$ cat src/rtl/alu_pkg.sv
// alu_pkg: shared definitions for the sequential ALU.
//   - op-code localparams for i_ctrlAluOp
//   - FSM state encoding for the request/multiply handshake
//   - width_ok(): legality check for the WIDTH parameter
package alu_pkg;

  localparam logic [2:0] ALU_ADD   = 3'b000;
  localparam logic [2:0] ALU_AND   = 3'b001;
  localparam logic [2:0] ALU_XOR   = 3'b010;
  localparam logic [2:0] ALU_SHIFT = 3'b011;
  localparam logic [2:0] ALU_OR    = 3'b100;
  localparam logic [2:0] ALU_MUL   = 3'b101;

  typedef enum logic {
    ST_IDLE = 1'b0,
    ST_MUL  = 1'b1
  } alu_state_t;

  // Operand width must be a power of two and at least 4.
  function automatic bit width_ok(input int w);
    return (w >= 4) && ((w & (w - 1)) == 0);
  endfunction

endpackage

$ cat src/rtl/alu_seq_if.sv
// alu_seq_if: operand, control, result and flag signals of alu_seq.
//   master modport: the sequencer side (drives operands/controls).
//   slave  modport: the ALU side (drives result, flags, busy/done).
// Clock and reset are kept as plain module ports.
interface alu_seq_if #(
  parameter int WIDTH = 8
);
  logic [WIDTH-1:0] i_a;
  logic [WIDTH-1:0] i_bus;
  logic [WIDTH-1:0] o_bus;
  logic             o_busNOE;
  logic [WIDTH-1:0] o_hi;
  logic             o_flagNegative;
  logic             o_flagZero;
  logic             o_flagOverflow;
  logic             o_flagCarry;
  logic             o_busy;
  logic             o_done;
  logic             i_ctrlAluYNWE;
  logic             i_ctrlAluNOE;
  logic             i_ctrlAluSub;
  logic             i_ctrlAluCarry;
  logic [2:0]       i_ctrlAluOp;

  modport master (
    output i_a, i_bus, i_ctrlAluYNWE, i_ctrlAluNOE, i_ctrlAluSub,
           i_ctrlAluCarry, i_ctrlAluOp,
    input  o_bus, o_busNOE, o_hi, o_flagNegative, o_flagZero,
           o_flagOverflow, o_flagCarry, o_busy, o_done
  );

  modport slave (
    input  i_a, i_bus, i_ctrlAluYNWE, i_ctrlAluNOE, i_ctrlAluSub,
           i_ctrlAluCarry, i_ctrlAluOp,
    output o_bus, o_busNOE, o_hi, o_flagNegative, o_flagZero,
           o_flagOverflow, o_flagCarry, o_busy, o_done
  );
endinterface

$ cat src/rtl/alu_mul_seq.sv
// alu_mul_seq: iterative unsigned shift-add multiplier, one partial
// product per clock, WIDTH steps in total.
//   i_clk, i_resetN : clock, asynchronous active-low reset
//   start           : latch a/b and perform the first step this edge
//   a, b            : operands
//   busy            : a multiplication is in progress
//   done            : all steps complete; product is final this cycle and
//                     the unit returns to idle on the next edge
//   product         : 2*WIDTH-bit accumulator / result
module alu_mul_seq #(
  parameter int WIDTH = 8
) (
  input  logic               i_clk,
  input  logic               i_resetN,
  input  logic               start,
  input  logic [WIDTH-1:0]   a,
  input  logic [WIDTH-1:0]   b,
  output logic               busy,
  output logic               done,
  output logic [2*WIDTH-1:0] product
);
  localparam int CW = $clog2(WIDTH) + 1;

  logic [2*WIDTH-1:0] mcand_reg;
  logic [2*WIDTH-1:0] acc_reg;
  logic [WIDTH-1:0]   mplier_reg;
  logic [CW-1:0]      count_reg;
  logic               run_reg;
  logic               last_step;

  assign last_step = run_reg && (count_reg == CW'(WIDTH));

  // The first step is folded into the start edge, so after WIDTH-1
  // further edges the product is complete and done is raised for the
  // cycle in which the caller consumes it.
  always_ff @(posedge i_clk or negedge i_resetN) begin
    if (!i_resetN) begin
      mcand_reg  <= '0;
      acc_reg    <= '0;
      mplier_reg <= '0;
      count_reg  <= '0;
      run_reg    <= 1'b0;
    end else if (start && !run_reg) begin
      acc_reg    <= b[0] ? {{WIDTH{1'b0}}, a} : '0;
      mcand_reg  <= {{(WIDTH-1){1'b0}}, a, 1'b0};
      mplier_reg <= {1'b0, b[WIDTH-1:1]};
      count_reg  <= CW'(1);
      run_reg    <= 1'b1;
    end else if (run_reg) begin
      if (last_step) begin
        run_reg <= 1'b0;
      end else begin
        acc_reg    <= acc_reg + (mplier_reg[0] ? mcand_reg : '0);
        mcand_reg  <= {mcand_reg[2*WIDTH-2:0], 1'b0};
        mplier_reg <= {1'b0, mplier_reg[WIDTH-1:1]};
        count_reg  <= count_reg + 1'b1;
      end
    end
  end

  assign busy    = run_reg;
  assign done    = last_step;
  assign product = acc_reg;

endmodule

$ cat src/rtl/alu_seq.sv
// alu_seq: parametrised multi-cycle ALU between the A register and the
// shared data bus.
//   i_clk, i_resetN : clock, asynchronous active-low reset
//   bus (slave)     : operands i_a/i_bus, controls i_ctrlAlu*, result
//                     o_bus (register Y), o_hi, flags N/Z/V/C,
//                     o_busy, o_done, o_busNOE (pass-through of NOE)
// Single-cycle ops (ADD/AND/XOR/SHIFT/OR) write Y and flags on the
// request edge; MUL hands off to alu_mul_seq and writes WIDTH edges later.
module alu_seq
  import alu_pkg::*;
#(
  parameter  int WIDTH = 8,
  localparam int SHW   = $clog2(WIDTH)
) (
  input  logic    i_clk,
  input  logic    i_resetN,
  alu_seq_if.slave bus
);

  generate
    if (!width_ok(WIDTH)) begin : g_bad_width
      $error("alu_seq: WIDTH must be a power of two and >= 4");
    end
  endgenerate

  alu_state_t state_reg, state_next;

  logic [WIDTH-1:0] y_reg;
  logic [WIDTH-1:0] hi_reg;
  logic             n_reg, z_reg, v_reg, c_reg;
  logic             done_reg;

  logic             req;
  logic             wr_single;
  logic             wr_mul;
  logic             mul_start;
  logic             mul_busy;
  logic             mul_done;
  logic [2*WIDTH-1:0] product;

  // Combinational datapath
  logic [WIDTH-1:0] b_eff;
  logic             cin;
  logic [WIDTH:0]   sum;
  logic [SHW-1:0]   shamt;
  logic [WIDTH:0]   shr_ext;
  logic [WIDTH:0]   shl_ext;
  logic [WIDTH-1:0] y_alu;
  logic             c_alu;
  logic             v_alu;
  logic             single_op;

  assign req = !bus.i_ctrlAluYNWE;

  always_comb begin
    b_eff   = bus.i_bus ^ {WIDTH{bus.i_ctrlAluSub}};
    cin     = bus.i_ctrlAluCarry ? c_reg : bus.i_ctrlAluSub;
    sum     = {1'b0, bus.i_a} + {1'b0, b_eff} + {{WIDTH{1'b0}}, cin};
    shamt   = bus.i_bus[SHW-1:0];
    // A guard bit below (right) / above (left) the operand catches the
    // last bit shifted out, giving C without a variable index.
    shr_ext = {bus.i_a, 1'b0} >> shamt;
    shl_ext = {1'b0, bus.i_a} << shamt;

    y_alu     = '0;
    c_alu     = 1'b0;
    v_alu     = 1'b0;
    single_op = 1'b1;
    case (bus.i_ctrlAluOp)
      ALU_ADD: begin
        y_alu = sum[WIDTH-1:0];
        c_alu = sum[WIDTH];
        // carry into the MSB xor carry out of the MSB
        v_alu = (bus.i_a[WIDTH-1] ^ b_eff[WIDTH-1] ^ sum[WIDTH-1]) ^ sum[WIDTH];
      end
      ALU_AND: y_alu = bus.i_a & bus.i_bus;
      ALU_XOR: y_alu = bus.i_a ^ bus.i_bus;
      ALU_OR:  y_alu = bus.i_a | bus.i_bus;
      ALU_SHIFT: begin
        if (bus.i_ctrlAluSub) begin
          y_alu = shl_ext[WIDTH-1:0];
          c_alu = (shamt == '0) ? c_reg : shl_ext[WIDTH];
        end else begin
          y_alu = shr_ext[WIDTH:1];
          c_alu = (shamt == '0) ? c_reg : shr_ext[0];
        end
      end
      ALU_MUL: single_op = 1'b0;
      default: single_op = 1'b0;
    endcase
  end

  // FSM: state register
  always_ff @(posedge i_clk or negedge i_resetN) begin
    if (!i_resetN) state_reg <= ST_IDLE;
    else           state_reg <= state_next;
  end

  // FSM: next state
  always_comb begin
    state_next = state_reg;
    case (state_reg)
      ST_IDLE: if (req && bus.i_ctrlAluOp == ALU_MUL) state_next = ST_MUL;
      ST_MUL:  if (mul_done) state_next = ST_IDLE;
      default: state_next = ST_IDLE;
    endcase
  end

  // FSM: outputs (write strobes); requests in ST_MUL are ignored
  always_comb begin
    wr_single = 1'b0;
    wr_mul    = 1'b0;
    mul_start = 1'b0;
    case (state_reg)
      ST_IDLE: begin
        wr_single = req && single_op;
        mul_start = req && (bus.i_ctrlAluOp == ALU_MUL);
      end
      ST_MUL:  wr_mul = mul_done;
      default: ;
    endcase
  end

  alu_mul_seq #(.WIDTH(WIDTH)) u_mul (
    .i_clk    (i_clk),
    .i_resetN (i_resetN),
    .start    (mul_start),
    .a        (bus.i_a),
    .b        (bus.i_bus),
    .busy     (mul_busy),
    .done     (mul_done),
    .product  (product)
  );

  // Result and flag registers
  always_ff @(posedge i_clk or negedge i_resetN) begin
    if (!i_resetN) begin
      y_reg    <= '0;
      hi_reg   <= '0;
      n_reg    <= 1'b0;
      z_reg    <= 1'b0;
      v_reg    <= 1'b0;
      c_reg    <= 1'b0;
      done_reg <= 1'b0;
    end else if (wr_single) begin
      y_reg    <= y_alu;
      n_reg    <= y_alu[WIDTH-1];
      z_reg    <= (y_alu == '0);
      v_reg    <= v_alu;
      c_reg    <= c_alu;
      done_reg <= 1'b1;
    end else if (wr_mul) begin
      y_reg    <= product[WIDTH-1:0];
      hi_reg   <= product[2*WIDTH-1:WIDTH];
      n_reg    <= product[2*WIDTH-1];
      z_reg    <= (product == '0);
      v_reg    <= 1'b0;
      c_reg    <= (product[2*WIDTH-1:WIDTH] != '0);
      done_reg <= 1'b1;
    end else begin
      done_reg <= 1'b0;
    end
  end

  assign bus.o_bus          = y_reg;
  assign bus.o_busNOE       = bus.i_ctrlAluNOE;
  assign bus.o_hi           = hi_reg;
  assign bus.o_flagNegative = n_reg;
  assign bus.o_flagZero     = z_reg;
  assign bus.o_flagOverflow = v_reg;
  assign bus.o_flagCarry    = c_reg;
  // Mirrors the multiplier's busy; both are cleared by the same reset
  // and the same completion edge.
  assign bus.o_busy         = (state_reg == ST_MUL) && mul_busy;
  assign bus.o_done         = done_reg;

endmodule

$ cat src/flat_wrapper.sv
// flat-port wrapper written by rule: the top's interface ports become plain ports
module alu_seq_flat import alu_pkg::*;
#(
  parameter  int WIDTH = 8,
  localparam int SHW   = $clog2(WIDTH)
)
  (i_clk, i_resetN, bus_i_a, bus_i_bus, bus_i_ctrlAluYNWE, bus_i_ctrlAluNOE, bus_i_ctrlAluSub, bus_i_ctrlAluCarry, bus_i_ctrlAluOp, bus_o_bus, bus_o_busNOE, bus_o_hi, bus_o_flagNegative, bus_o_flagZero, bus_o_flagOverflow, bus_o_flagCarry, bus_o_busy, bus_o_done);
  alu_seq_if #(.WIDTH(WIDTH)) bus_i ();
  input  logic i_clk;
  input  logic i_resetN;
  input wire logic [$bits(bus_i.i_a)-1:0] bus_i_a;
  input wire logic [$bits(bus_i.i_bus)-1:0] bus_i_bus;
  input wire logic [$bits(bus_i.i_ctrlAluYNWE)-1:0] bus_i_ctrlAluYNWE;
  input wire logic [$bits(bus_i.i_ctrlAluNOE)-1:0] bus_i_ctrlAluNOE;
  input wire logic [$bits(bus_i.i_ctrlAluSub)-1:0] bus_i_ctrlAluSub;
  input wire logic [$bits(bus_i.i_ctrlAluCarry)-1:0] bus_i_ctrlAluCarry;
  input wire logic [$bits(bus_i.i_ctrlAluOp)-1:0] bus_i_ctrlAluOp;
  output wire logic [$bits(bus_i.o_bus)-1:0] bus_o_bus;
  output wire logic [$bits(bus_i.o_busNOE)-1:0] bus_o_busNOE;
  output wire logic [$bits(bus_i.o_hi)-1:0] bus_o_hi;
  output wire logic [$bits(bus_i.o_flagNegative)-1:0] bus_o_flagNegative;
  output wire logic [$bits(bus_i.o_flagZero)-1:0] bus_o_flagZero;
  output wire logic [$bits(bus_i.o_flagOverflow)-1:0] bus_o_flagOverflow;
  output wire logic [$bits(bus_i.o_flagCarry)-1:0] bus_o_flagCarry;
  output wire logic [$bits(bus_i.o_busy)-1:0] bus_o_busy;
  output wire logic [$bits(bus_i.o_done)-1:0] bus_o_done;
  assign bus_i.i_a = bus_i_a;
  assign bus_i.i_bus = bus_i_bus;
  assign bus_i.i_ctrlAluYNWE = bus_i_ctrlAluYNWE;
  assign bus_i.i_ctrlAluNOE = bus_i_ctrlAluNOE;
  assign bus_i.i_ctrlAluSub = bus_i_ctrlAluSub;
  assign bus_i.i_ctrlAluCarry = bus_i_ctrlAluCarry;
  assign bus_i.i_ctrlAluOp = bus_i_ctrlAluOp;
  assign bus_o_bus = bus_i.o_bus;
  assign bus_o_busNOE = bus_i.o_busNOE;
  assign bus_o_hi = bus_i.o_hi;
  assign bus_o_flagNegative = bus_i.o_flagNegative;
  assign bus_o_flagZero = bus_i.o_flagZero;
  assign bus_o_flagOverflow = bus_i.o_flagOverflow;
  assign bus_o_flagCarry = bus_i.o_flagCarry;
  assign bus_o_busy = bus_i.o_busy;
  assign bus_o_done = bus_i.o_done;
  alu_seq #(.WIDTH(WIDTH)) u_core (.i_clk(i_clk), .i_resetN(i_resetN), .bus(bus_i));
endmodule
$ cat config.mk
export PLATFORM = sky130hd
export DESIGN_NAME = alu_seq_flat
export DESIGN_NICKNAME = d
export VERILOG_FILES = /design/src/rtl/alu_pkg.sv /design/src/rtl/alu_seq_if.sv /design/src/rtl/alu_mul_seq.sv /design/src/rtl/alu_seq.sv /design/src/flat_wrapper.sv
export SDC_FILE = /design/constraint.sdc
export NUM_CORES = 1
export LEC_CHECK = 0
export BUFFER_PORTS_ARGS = -buffer_cell sky130_fd_sc_hd__buf_2
export CAP_MARGIN = 15
export CORE_AREA = 2 2 111 113
export DETAILED_ROUTE_END_ITERATION = 10
export DIE_AREA = 0 0 113 115
export SYNTH_ARGS = -nofsm -noshare
export SYNTH_HDL_FRONTEND = slang
export SYNTH_SLANG_ARGS = --single-unit
$ cat constraint.sdc
create_clock -name i_clk -period 8.2 [get_ports i_clk]
set_input_delay 1.64 -clock i_clk [delete_from_list [all_inputs] [get_ports i_clk]]
set_output_delay 1.64 -clock i_clk [all_outputs]
set_load 0.01 [all_outputs]
# Yosys cells after proc, flatten, opt, wreduce, memory -nomap -nowiden
# Index checks and enable logic that the tools add are counted.
# word_totals
reg_bits	67
in_bits	25
out_inout_bits	23
wordCells	97
# op_classes
add_sub_neg	4
eq_ne	8
shift	2
n_mux	43
bitwise_logic	9
reduce_logical	18
# op_table
op	n
two-way mux 16 bit	7
two-way mux 8 bit	7
case mux 8 bit (5 select lines)	1
two-way mux 1 bit	23
adder 16 bit	1
logical NOT 16 bit	1
bitwise XOR 8 bit	2
two-way mux 4 bit	3
adder 8 x 8 -> 9 bit	1
adder 9 x 1 -> 9 bit	1
<< shifter 8 x 3 -> 9 bit	1
right shift 9 x 3 -> 9 bit	1
AND 8 bit	1
logical NOT 8 bit	1
bitwise OR 8 bit	1
nonzero test 8 bit	1
== test 3 x 2 -> 1 bit (second input constant)	2
== test 3 bit (second input constant)	2
logical NOT 3 bit	2
AND reduction 2 bit	3
logical AND 1 bit	5
OR reduction 5 bit	1
adder 4 x 1 -> 4 bit (second input constant)	1
== test 4 bit (second input constant)	1
8 further kinds	14

# Logic depth before layout (Yosys ltp)
# Gate-level depths: netlist of the first run.
# logic_depth
word_depth	7
ltp_mapped	13

# Modules after synthesis
# From an unflattened synthesis of the first run, not the netlist that was laid out.
# unflattened
hier_cells	604
hier_area_um2	5168.7
# by_module_without_submodules
mod	n_inst	cells_per_inst	area_per_inst_um2	seq_area_each_um2
alu_mul_seq	1	287	2605.0	1076.0
alu_seq	1	317	2563.7	550.5

# Least setup slack after synthesis of the first run
# No wires, ideal clock.
# synth_timing
path_kind	in2reg
start	input bus_i_ctrlAluSub
end	register u_core.z_reg (netlist: u_core.bus.o_flagZero)
setup_ns	0.121
arrival_time_ns	4.372
required_ns	8.079
setup_slack_ns	3.707
stages	12
path_buffers	2
cell_sequence	buf_2 clkbuf_1 xor2_1 fa_1 fa_1 xor2_1 nor2_1 a2111oi_0 nor4_2 o211ai_1 nor3_1 a32o_2
# synth_between
elab_chain_cells	6
elab_cells_between_ends	8
cone_classes	add/sub: 2; mux: 4; bitwise: 1; reduce/logical: 1
# synth_lines
item	line_no	text
from (decl)	flat_wrapper.sv:15	input wire logic [$bits(bus_i.i_ctrlAluSub)-1:0] bus_i_ctrlAluSub;
bitwise XOR 8 bit	alu_seq.sv:56	b_eff = bus.i_bus ^ {WIDTH{bus.i_ctrlAluSub}};
adder 8 x 8 -> 9 bit	alu_seq.sv:58	sum = {1'b0, bus.i_a} + {1'b0, b_eff} + {{WIDTH{1'b0}}, cin};
adder 9 x 1 -> 9 bit	alu_seq.sv:58	
case mux 8 bit (5 select lines) (*)	alu_seq.sv:69	case (bus.i_ctrlAluOp)
logical NOT 8 bit (*)	alu_seq.sv:148	z_reg <= (y_alu == '0);
two-way mux 1 bit (*)	alu_seq.sv:145	end else if (wr_single) begin
to (signal assigned)	alu_seq.sv:148	
to (signal assigned)	alu_seq.sv:156	z_reg <= (product == '0);
to (decl)	alu_seq.sv:30	logic n_reg, z_reg, v_reg, c_reg;
# Mark *: on every way between the ends. The rest lies on a longest branch, timed or not.
# A chain may end at the register's enable or synchronous reset.

# Final worst setup path of the first run
# layout_timing
start	input bus_i_bus[0]
end	register u_core.z_reg (netlist: u_core.bus.o_flagZero)
# layout_between
elab_chain_cells	6
elab_cells_between_ends	12
cone_classes	add/sub: 2; shift: 2; mux: 3; bitwise: 4; reduce/logical: 1
# layout_lines
item	line_no	text
from (decl)	flat_wrapper.sv:12	input wire logic [$bits(bus_i.i_bus)-1:0] bus_i_bus;
bitwise XOR 8 bit	alu_seq.sv:56	
adder 8 x 8 -> 9 bit	alu_seq.sv:58	
adder 9 x 1 -> 9 bit	alu_seq.sv:58	
case mux 8 bit (5 select lines) (*)	alu_seq.sv:69	
logical NOT 8 bit (*)	alu_seq.sv:148	
two-way mux 1 bit (*)	alu_seq.sv:145	
# Marks and branches as above.

==> results of run 1 <==
## worst paths after layout
path	start	endpoint	slack, ns	depth (start not counted)
worst min register to register	u_core.bus.o_hi[6]	u_core.bus.o_hi[6]	0.47	2
min in group asynchronous	i_resetN	u_core.bus.o_hi[7]	1.48	2
worst max-delay path	bus_i_bus[0]	u_core.bus.o_flagZero	3.97	11
worst min-delay path	u_core.bus.o_hi[6]	u_core.bus.o_hi[6]	0.47	2
max in group asynchronous	i_resetN	u_core.u_mul.mcand_reg[8]	6.16	2
worst max register to register	u_core.u_mul.mplier_reg[0]	u_core.u_mul.product[15]	5.07	11
## per-stage QoR
| step | cell area [um^2] | utilization | setup WS, ns | power, W | std cells |
|---|---|---|---|---|---|
| 2_1_floorplan | 5165 | - | 3.707 | 0.0004231 | 594 |
| 3_3_place_gp | 5419 | 0.4588 | 3.700 | 0.0004609 | 755 |
| 3_5_place_dp | 5419 | 0.4588 | 3.636 | 0.0004628 | 755 |
| 4_1_cts | 5733 | 0.4854 | 3.996 | 0.0008728 | 771 |
| 5_1_grt | 5733 | 0.4854 | 3.687 | 0.0008998 | 771 |
| 6_report | 5733 | 0.4854 | 3.973 | 0.0008639 | 771 |
## power breakdown
part	leakage [nW]	internal, W	switching [W]	total, W
sequential	0.836	0.000324	0.00000233	0.000326
clock	0.157	0.000254	0.000152	0.000406
combinational	1.81	0.0000520	0.0000792	0.000131
total	2.80	0.000630	0.000234	0.000864
## layout make-up
type / instances / area [um^2] / share of cell area
multi-input combinational: 463 / 3241 / 0.5653
sequential: 65 / 1627 / 0.2837
clock buffer: 11 / 252.7 / 0.04409
timing repair buffer: 48 / 247.7 / 0.04321
tap: 147 / 183.9 / 0.03208
inverter: 32 / 120.1 / 0.02095
clock inverter: 5 / 61.31 / 0.01069
## kinds of logic (layout without fill, tap and decap cells)
group / count (synthesis) / after routing / synth area share
simple gates: 190 / 190 / 0.1751
compound gates: 164 / 164 / 0.2035
buf+inv: 66 / 96 / 0.05983
flops: 65 / 65 / 0.3149
fa+ha+maj: 43 / 43 / 0.1085
mux: 41 / 41 / 0.09569
xor+xnor: 25 / 25 / 0.04239
## metal layers
layer | vias to the layer above | track usage | routed length, um
met5 | - | 0 | 0
met4 | 0 | 0.07073 | 321
met3 | 23 | 0.04164 | 578
met2 | 111 | 0.3585 | 6551
met1 | 2133 | 0.2840 | 6082
li1 | 2174 | - | -
## cells in the final DEF, fill, tap and decap left out, types with 7 or more instances in the layout
cell	synthesis	layout
nand2_1	86	86
dfrtp_1	65	65
o21ai_0	62	62
buf_2	13	45
ha_1	40	40
inv_1	30	30
a21oi_1	28	28
mux2i_1	28	28
nor2_1	26	26
xor2_1	19	19
and2_1	16	16
nor3_1	13	13
nand3_1	11	11
a22oi_1	9	9
clkbuf_16	0	9
a22o_1	8	8
mux2_2	7	7
nand2b_1	7	7
o21a_1	7	7
## critical path: stages
cell	delay [ns]
buf_2	0.44
xor2_1	0.17
fa_1	0.47
fa_1	0.43
xor2_1	0.18
nor2_1	0.05
a2111oi_0	0.48
nor4_2	0.11
o211ai_1	0.13
nor3_1	0.07
a32o_2	0.27
==> impl_metrics.yaml, run 1 <==
outcome:
  status: "finished with violations"
  violations: "design-rule violations"
timing:
  timing.setup.tns_ns: 0
  hold_viol_final: 0
  min_period_over_period: 0.5155
  slew_headroom: 0.4490
  skew_ns: 0.01227
  tightest_slew_ns: 0.8266
  setup_viol: 0
  grt_setup_unrepaired: "false"
  report.final.slew_viol_count: 0
  fmax_ghz: 0.2365
  fin_hold_ws_ns: 0.4657
  finalCriticalPeriod_ns: 4.227
job:
  maxCapViolCount: 0
floorplanning:
  coreArea_mm2: 0.01181
  die_area_mm2: 0.01300
  pin_count: 48
  rows: 40
  die_h_um: 115
  die-width_um: 113
  start_util: 0.4373
yosys:
  yosysMostFrequentCell: "nand2_1"
  synth-edff-count: 0
  synth_seq_area_share: 0.3149
  synth_top_cell_by_area: "dfrtp_1"
  syn_inst: 594
  yosysWarnings: 0
  ys.flop_type: "dfrtp_1"
  synth_nets: 662
  synthTopCellsByArea: "dfrtp_1 31%, ha_1 9.7%, nand2_1 6.3%, o21ai_0 6.0%, mux2i_1 5.4%"
  ys_async_sr_fraction: 1.000
  avgSynthCellArea_um2: 8.695
  ys_types: 65
  synth_commonest_cells: "86 x nand2_1, 65 x dfrtp_1, 62 x o21ai_0, 40 x ha_1, 30 x inv_1"
  synth_seq_cells: 65
  synth_area_mm2: 0.005165
  yosysTopAreaCellShare: 0.3149
drt:
  drt-total-wl_um: 13530
  vias: 4441
  detail_route.iter0.violations: 299
  wire_per_inst_um: 17.55
  drc_errors: 6
  ant_nets: 0
  dr.pass1.iters: 7
  routed_via_density: 5.760
grt:
  antenna_found_initial: 0
  grt_overflow_total: 0
  track_usage: 0.2154
  grt_pass1_wl_um: 22190
  grt_max_degree: 66
  grt_pass1_vias: 4295
cts:
  cts_tree: "yes"
  postCtsSetupBuffers: 0
  numCtsBuffers: 9
  postCtsHoldBufs: 0
  clk_pin_slew_ns: 0.06
  root_buffer: "clkbuf_16"
  ctsLongestPathBuffers: 2
  clk_latency_ns: 0.33
  ctsResizeCount: 0
  htree_levels: 3
  clock-sinks: 65
finish:
  fill_cells: 1165
  largest_reg_flops: 16
  area_delta_synth_final_pct: 11.00
  finalNetCount: 687
  antenna_cells: 0
  drive_above_1_share: 0.1378
placed_design:
  portBuffers: 45
  hpwl_um: 10070
  routabilityCongestion: 0.8950
power_and_ir_drop:
  peakVddDrop_v: 0.00009491
  p_per_area_mw_per_mm2: 150.7
  leakage_nw: 2.802
worst_setup_path:
  arrival_ns: 4.45
  path_class: "in -> reg"
  critPathLaunchType: "input pin"
  cp-end-kind: "register"
  critical_path_peak_fanout: 26
  crit_required_ns: 8.42
hold_path:
  hp-class: "reg -> reg"
(Power assumes the default switching activity.)
==> inputs of run 2 (changes only) <==
--- a/config.mk
+++ b/config.mk
@@ -5,11 +5,13 @@
 export SDC_FILE = /design/constraint.sdc
 export NUM_CORES = 1
 export LEC_CHECK = 0
+export ABC_AREA = 1
 export BUFFER_PORTS_ARGS = -buffer_cell sky130_fd_sc_hd__buf_2
 export CAP_MARGIN = 15
-export CORE_AREA = 2 2 111 113
+export CORE_AREA = 2 2 109 111
 export DETAILED_ROUTE_END_ITERATION = 10
-export DIE_AREA = 0 0 113 115
+export DIE_AREA = 0 0 111 113
+export PLACE_DENSITY = 0.65
 export SYNTH_ARGS = -nofsm -noshare
 export SYNTH_HDL_FRONTEND = slang
 export SYNTH_SLANG_ARGS = --single-unit
==> constraint.sdc (replaced) <==
create_clock -name i_clk -period 3.6 [get_ports i_clk]
set_input_delay 0.72 -clock i_clk [delete_from_list [all_inputs] [get_ports i_clk]]
set_output_delay 0.72 -clock i_clk [all_outputs]
set_load 0.01 [all_outputs]
==> run 2 against run 1 <==
Net effect: the run now ends clean; global-route usage is 2.0 points higher; utilization is 1.7 points higher; hold slack worse by 0.10 ns; wire length is 4.6% higher; first-iteration DRC count is 21% higher; largest cell class unchanged.
==> impl_metrics.yaml, run 2 <==
yosys:
  yosysTopAreaCellShare: 0.3225
  syn_inst: 723
  yosysMostFrequentCell: "nand2_1"
  synth_seq_area_share: 0.3225
  synthTopCellsByArea: "dfrtp_1 32%, nand2_1 15%, ha_1 9.9%, inv_1 7.9%, nand3_1 7.0%"
  ys_async_sr_fraction: 1.000
  synth_top_cell_by_area: "dfrtp_1"
  synth_area_mm2: 0.005044
  ys_types: 39
  synth_seq_cells: 65
  avgSynthCellArea_um2: 6.976
  synth_commonest_cells: "207 x nand2_1, 106 x inv_1, 71 x nand3_1, 65 x dfrtp_1, 45 x nor2_1"
  yosysWarnings: 0
  synth-edff-count: 0
  synth_nets: 791
  ys.flop_type: "dfrtp_1"
drt:
  drc_errors: 0
  wire_per_inst_um: 15.60
  vias: 4821
  detail_route.iter0.violations: 361
  drt-total-wl_um: 14150
  routed_via_density: 5.315
  dr.pass1.iters: 5
  ant_nets: 0
finish:
  finalNetCount: 827
  area_delta_synth_final_pct: 12.21
  drive_above_1_share: 0.1021
  antenna_cells: 0
  layout_common_cells: "207 x nand2_1, 106 x inv_1, 71 x nand3_1, 65 x dfrtp_1"
  fill_cells: 1130
  design_area_mm2: 0.005659
  largest_reg_flops: 16
  final_common_cell: "nand2_1"
worst_setup_path:
  rr_endpoint: "u_core.bus.o_flagZero"
  r2r_start: "u_core.bus.o_flagCarry"
  path_class: "in -> reg"
  slowest_stage: "fa_1"
  crit_top_cell: "nor2_1"
  cp-end-kind: "register"
  ff2ff_setup_slack_ns: 0.89
  endpoint: "u_core.bus.o_flagZero"
  path_cells: "buf_2 -> inv_1 -> o21ai_0 -> fa_1 -> fa_1 -> or2_2 -> nand3_1 -> nand3_1 -> nor2_1 -> nand2_1 -> nor2_1 -> nand3_1 -> nor2_1 -> nor2_1 -> nor2_1"
  worstRegToRegCells: 14
  critical_path_peak_fanout: 12
  critPathLaunchType: "input pin"
  arrival_ns: 3.26
  critical_path.max_stage_delay_ns: 0.45
  critPathLaunch: "bus_i_ctrlAluSub"
  crit_required_ns: 3.86
cts:
  clk_pin_slew_ns: 0.06
  cts_tree: "yes"
  postCtsHoldBufs: 0
  numCtsBuffers: 9
  ctsLongestPathBuffers: 2
  postCtsSetupBuffers: 0
  clock-sinks: 65
  clk_latency_ns: 0.33
  root_buffer: "clkbuf_16"
  ctsResizeCount: 0
  htree_levels: 3
floorplanning:
  rows: 39
  pin_count: 48
  coreArea_mm2: 0.01127
  die-width_um: 111
  start_util: 0.4474
  die_h_um: 113
  die_area_mm2: 0.01254
grt:
  grt_pass1_vias: 4659
  antenna_found_initial: 0
  use_met1: 0.3507
  top_usage_layer: "met2"
  grt_max_degree: 42
  track_usage: 0.2358
  met2_usage: 0.3579
  grt_pass1_wl_um: 23820
  grt_overflow_total: 0
  met3_usage: 0.04553
hold_path:
  hp-class: "in -> async"
outcome:
  status: "finished, final reports clean"
timing:
  finalCriticalPeriod_ns: 3.004
  skew_ns: 0.007798
  report.final.slew_viol_count: 0
  slew_headroom: 0.4497
  setup_viol: 0
  timing.setup.tns_ns: 0
  fmax_ghz: 0.3328
  tightest_slew_ns: 0.8224
  hold_viol_final: 0
  grt_setup_unrepaired: "false"
  min_period_over_period: 0.8346
placed_design:
  hpwl_um: 10770
  placed_area_mm2: 0.005329
  portBuffers: 45
  routabilityCongestion: 0.9437
power_and_ir_drop:
  p_int_w: 0.002201
  pwr-share-seq: 0.345
  netSwitchingPower_w: 0.001457
  leakage_nw: 3.070
  peakVddDrop_v: 0.0003827
  p_clk_frac: 0.262
  comb_power_share: 0.393
  p_per_area_mw_per_mm2: 646.3
  swShare: 0.3983
job:
  maxCapViolCount: 0
## run 2: cell count changes after synthesis, moves of 12 or more
cell     before  now
nand2_1      86  207
nand3_1      11   71
mux2i_1      28    0
inv_1        30  106
o21ai_0      62   44
nor3_1       13    1
and2_1       16    0
nor2_1       26   45
## run 2: worst min path at each step
| stage | from | end | slack [ns] |
|---|---|---|---|
| after floorplan | i_resetN | u_core.bus.o_bus[0] | 0.42 |
| after global placement | u_core.bus.o_hi[7] | u_core.bus.o_hi[7] | 0.46 |
| after detailed placement | u_core.bus.o_hi[5] | u_core.bus.o_hi[5] | 0.47 |
| after CTS | i_resetN | u_core.bus.o_bus[0] | 0.38 |
| after global routing | i_resetN | u_core.bus.o_done | 0.42 |
| final | i_resetN | u_core.bus.o_bus[0] | 0.36 |
## run 2: cell type report
cell class	count	area, um^2	area share
clock buffer	11	252.7	0.04466
timing repair buffer	48	247.7	0.04378
clock inverter	5	77.57	0.01371
multi-input combinational	525	2863	0.5059
sequential	65	1627	0.2874
tap	143	178.9	0.03162
inverter	110	412.9	0.07296
## run 2: routing by layer
| layer | share of wire | up-vias |
|---|---|---|
| met5 | 0 | - |
| met4 | 0.012 | 0 |
| met3 | 0.061 | 15 |
| met2 | 0.43 | 143 |
| met1 | 0.50 | 2226 |
| li1 | - | 2437 |
## run 2: power by group through the flow
stage	Combinational, W	Sequential (W)	Clock [W]
after floorplan	0.00105	0.00122	0
after global placement	0.00138	0.00126	0
after detailed placement	0.00143	0.00127	0
after CTS	0.00144	0.00126	0.000970
after global routing	0.00166	0.00130	0.000998
final	0.00144	0.00126	0.000959
## run 2: cell families (layout without fill, tap and decap cells)
logic type | Yosys count | in the layout | share of synthesized area
and+or+nand+nor | 345 | 345 | 0.2880
buffers and inverters | 133 | 174 | 0.1099
AOI/OAI and AO/OA | 127 | 127 | 0.1511
DFF | 65 | 65 | 0.3225
adders and majority gates | 43 | 43 | 0.1111
xor gates and xnor gates | 10 | 10 | 0.01736
## run 2: critical path: cells and delay by family
kind	cells	cell delay, ns
AO/OA/AOI/OAI	1	0.14
adder cells (fa/ha/maj)	2	0.89
buffers and inverters	2	0.37
AND/OR/NAND/NOR	10	1.14
## run 2: stage by stage
stage,hold slack (ns),setup WS (ns),instances,total power [W],util
3_3_place_gp,0.4626,0.3729,891,0.002641,0.4727
2_1_floorplan,0.4244,0.7107,723,0.002274,-
6_report,0.3637,0.5956,907,0.003657,0.5021
3_5_place_dp,0.4691,0.2965,891,0.002695,0.4727
4_1_cts,0.3798,0.6346,907,0.003664,0.5021
5_1_grt,0.4180,0.3510,907,0.003963,0.5021
==> inputs of run 3 (changes only) <==
--- a/config.mk
+++ b/config.mk
@@ -11,7 +11,6 @@
 export CORE_AREA = 2 2 109 111
 export DETAILED_ROUTE_END_ITERATION = 10
 export DIE_AREA = 0 0 111 113
-export PLACE_DENSITY = 0.65
 export SYNTH_ARGS = -nofsm -noshare
 export SYNTH_HDL_FRONTEND = slang
 export SYNTH_SLANG_ARGS = --single-unit
==> constraint.sdc (replaced) <==
create_clock -name i_clk -period 2.9 [get_ports i_clk]
set_input_delay 0.58 -clock i_clk [delete_from_list [all_inputs] [get_ports i_clk]]
set_output_delay 0.58 -clock i_clk [all_outputs]
set_load 0.01 [all_outputs]
==> run 3 against run 2 <==
Net effect: die area did not move; setup slack worse by 0.33 ns; sequential share of layout area down 0.39 points; global-route usage is 0.48 points lower; utilization increased by 0.69 points; first-iteration DRC count shrank 6.9%; sequential power grew 25%.
==> impl_metrics.yaml, run 3 (synthesized netlist as in run 2, its figures left out) <==
outcome:
  status: "finished, final reports clean"
worst_setup_path:
  path_cells: "buf_2 -> xor2_1 -> fa_1 -> fa_1 -> or2_2 -> nand3_1 -> nand3_1 -> nor2_1 -> nand2_1 -> nor2_1 -> nand3_1 -> nor2_1 -> nor2_1 -> nor2_1"
  r2r_start: "u_core.bus.o_flagCarry"
  crit_top_cell: "nor2_1"
  slowest_stage: "fa_1"
  endpoint: "u_core.bus.o_flagZero"
  worstRegToRegCells: 14
  path_class: "in -> reg"
  critPathLaunchType: "input pin"
  arrival_ns: 2.89
  cp-end-kind: "register"
  ff2ff_setup_slack_ns: 0.27
  critical_path.max_stage_delay_ns: 0.45
  crit_required_ns: 3.16
  critPathLaunch: "bus_i_ctrlAluSub"
  critical_path_peak_fanout: 4
  rr_endpoint: "u_core.bus.o_flagZero"
power_and_ir_drop:
  p_per_area_mw_per_mm2: 774.2
  peakVddDrop_v: 0.0004731
  leakage_nw: 3.117
floorplanning:
  start_util: 0.4474
  coreArea_mm2: 0.01127
  die_area_mm2: 0.01254
  rows: 39
  die-width_um: 111
  pin_count: 48
  die_h_um: 113
finish:
  design_area_mm2: 0.005737
  stdcell_count: 920
  multi_input_area_mm2: 0.002863
  antenna_cells: 0
  area_delta_synth_final_pct: 13.74
  fill_cells: 1133
  regArea_mm2: 0.001627
  finalNetCount: 840
  largest_reg_flops: 16
  final_util: 0.5089
  final_common_cell: "nand2_1"
  drive_above_1_share: 0.1158
  layout_common_cells: "207 x nand2_1, 106 x inv_1, 71 x nand3_1, 65 x dfrtp_1"
timing:
  fin_hold_ws_ns: 0.2540
  hold_viol_final: 0
  slew_headroom: 0.3920
  tightest_slew_ns: 0.9110
  grt_setup_unrepaired: "false"
  min_period_over_period: 0.9075
  setup_viol: 0
  skew_ns: 0.005698
  report.final.slew_viol_count: 0
  finalCriticalPeriod_ns: 2.632
  fmax_ghz: 0.3800
hold_path:
  hp-class: "in -> async"
job:
  maxCapViolCount: 0
drt:
  ant_nets: 0
  drc_errors: 0
  drt-total-wl_um: 14150
  dr.pass1.iters: 5
  routed_via_density: 5.292
  vias: 4869
  wire_per_inst_um: 15.38
  detail_route.iter0.violations: 336
placed_design:
  dp.cells: 904
  hpwl_um: 11020
  portBuffers: 45
  routabilityCongestion: 0.9816
  placed_area_mm2: 0.005439
grt:
  track_usage: 0.2309
  antenna_found_initial: 0
  grt_max_degree: 66
  grt_overflow_total: 0
  grt_pass1_vias: 4721
  grt_pass1_wl_um: 23220
cts:
  cts_tree: "yes"
  postCtsSetupBuffers: 0
  clk_pin_slew_ns: 0.06
  ctsResizeCount: 0
  root_buffer: "clkbuf_16"
  numCtsBuffers: 9
  htree_levels: 3
  clk_latency_ns: 0.33
  postCtsHoldBufs: 0
  ctsLongestPathBuffers: 2
  clock-sinks: 65
run 3: cell count changes in the layout (fill, tap and decap cells not counted):
cell,before,now
clkbuf_1,0,1
bufinv_16,2,1
clkinvlp_4,1,2
buf_4,3,15
buf_12,0,1
clkbuf_8,2,1
run 3: layer usage:
layer / vias to the layer above / routed length (um) / GRT usage
met4: 0 / 184 / 0.06167
met1: 2248 / 6907 / 0.3238
li1: 2470 / - / -
met5: - / 0 / 0
met2: 135 / 6309 / 0.3693
met3: 16 / 752 / 0.04392
run 3: stage by stage:
step	setup TNS, ns	worst slack, ns	total power (W)
2_1_floorplan	0	0.1507	0.002823
6_report	0	0.2683	0.004442
3_3_place_gp	0	0.04839	0.003322
5_1_grt	0	0.1238	0.004806
3_5_place_dp	-0.005179	-0.005179	0.003374
4_1_cts	0	0.3144	0.004459
run 3: cell type report:
cell class              instances  area share
clock inverters                 5    0.009597
inverters                     110     0.07197
clock buffers                  11     0.04231
repair buffers                 61     0.06238
flip-flops and latches         65      0.2835
well taps                     143     0.03119
multi-input cells             525      0.4990
run 3: worst max-delay path: cells and delay by family:
family                     cells  cell delay, ns
adders and majority gates      2            0.85
and+or+nand+nor               10            1.19
buffers and inverters          1            0.13
xor gates and xnor gates       1            0.16
run 3: worst min-delay path by stage:
stage / start / to / slack (ns)
CTS: i_resetN / u_core.bus.o_bus[5] / 0.27
global route: i_resetN / u_core.bus.o_bus[6] / 0.29
detailed placement: u_core.bus.o_hi[7] / u_core.bus.o_hi[7] / 0.47
finish: i_resetN / u_core.bus.o_flagCarry / 0.25
global placement: u_core.bus.o_hi[7] / u_core.bus.o_hi[7] / 0.46
floorplan: i_resetN / u_core.bus.o_bus[0] / 0.28
run 3: power by group:
group          internal, W  switching (W)  total, W  leakage [nW]
clock             0.000685       0.000384   0.00107         0.142
combinational     0.000676        0.00113   0.00181          2.17
sequential         0.00128       0.000290   0.00157         0.804
total              0.00264        0.00180   0.00444          3.12
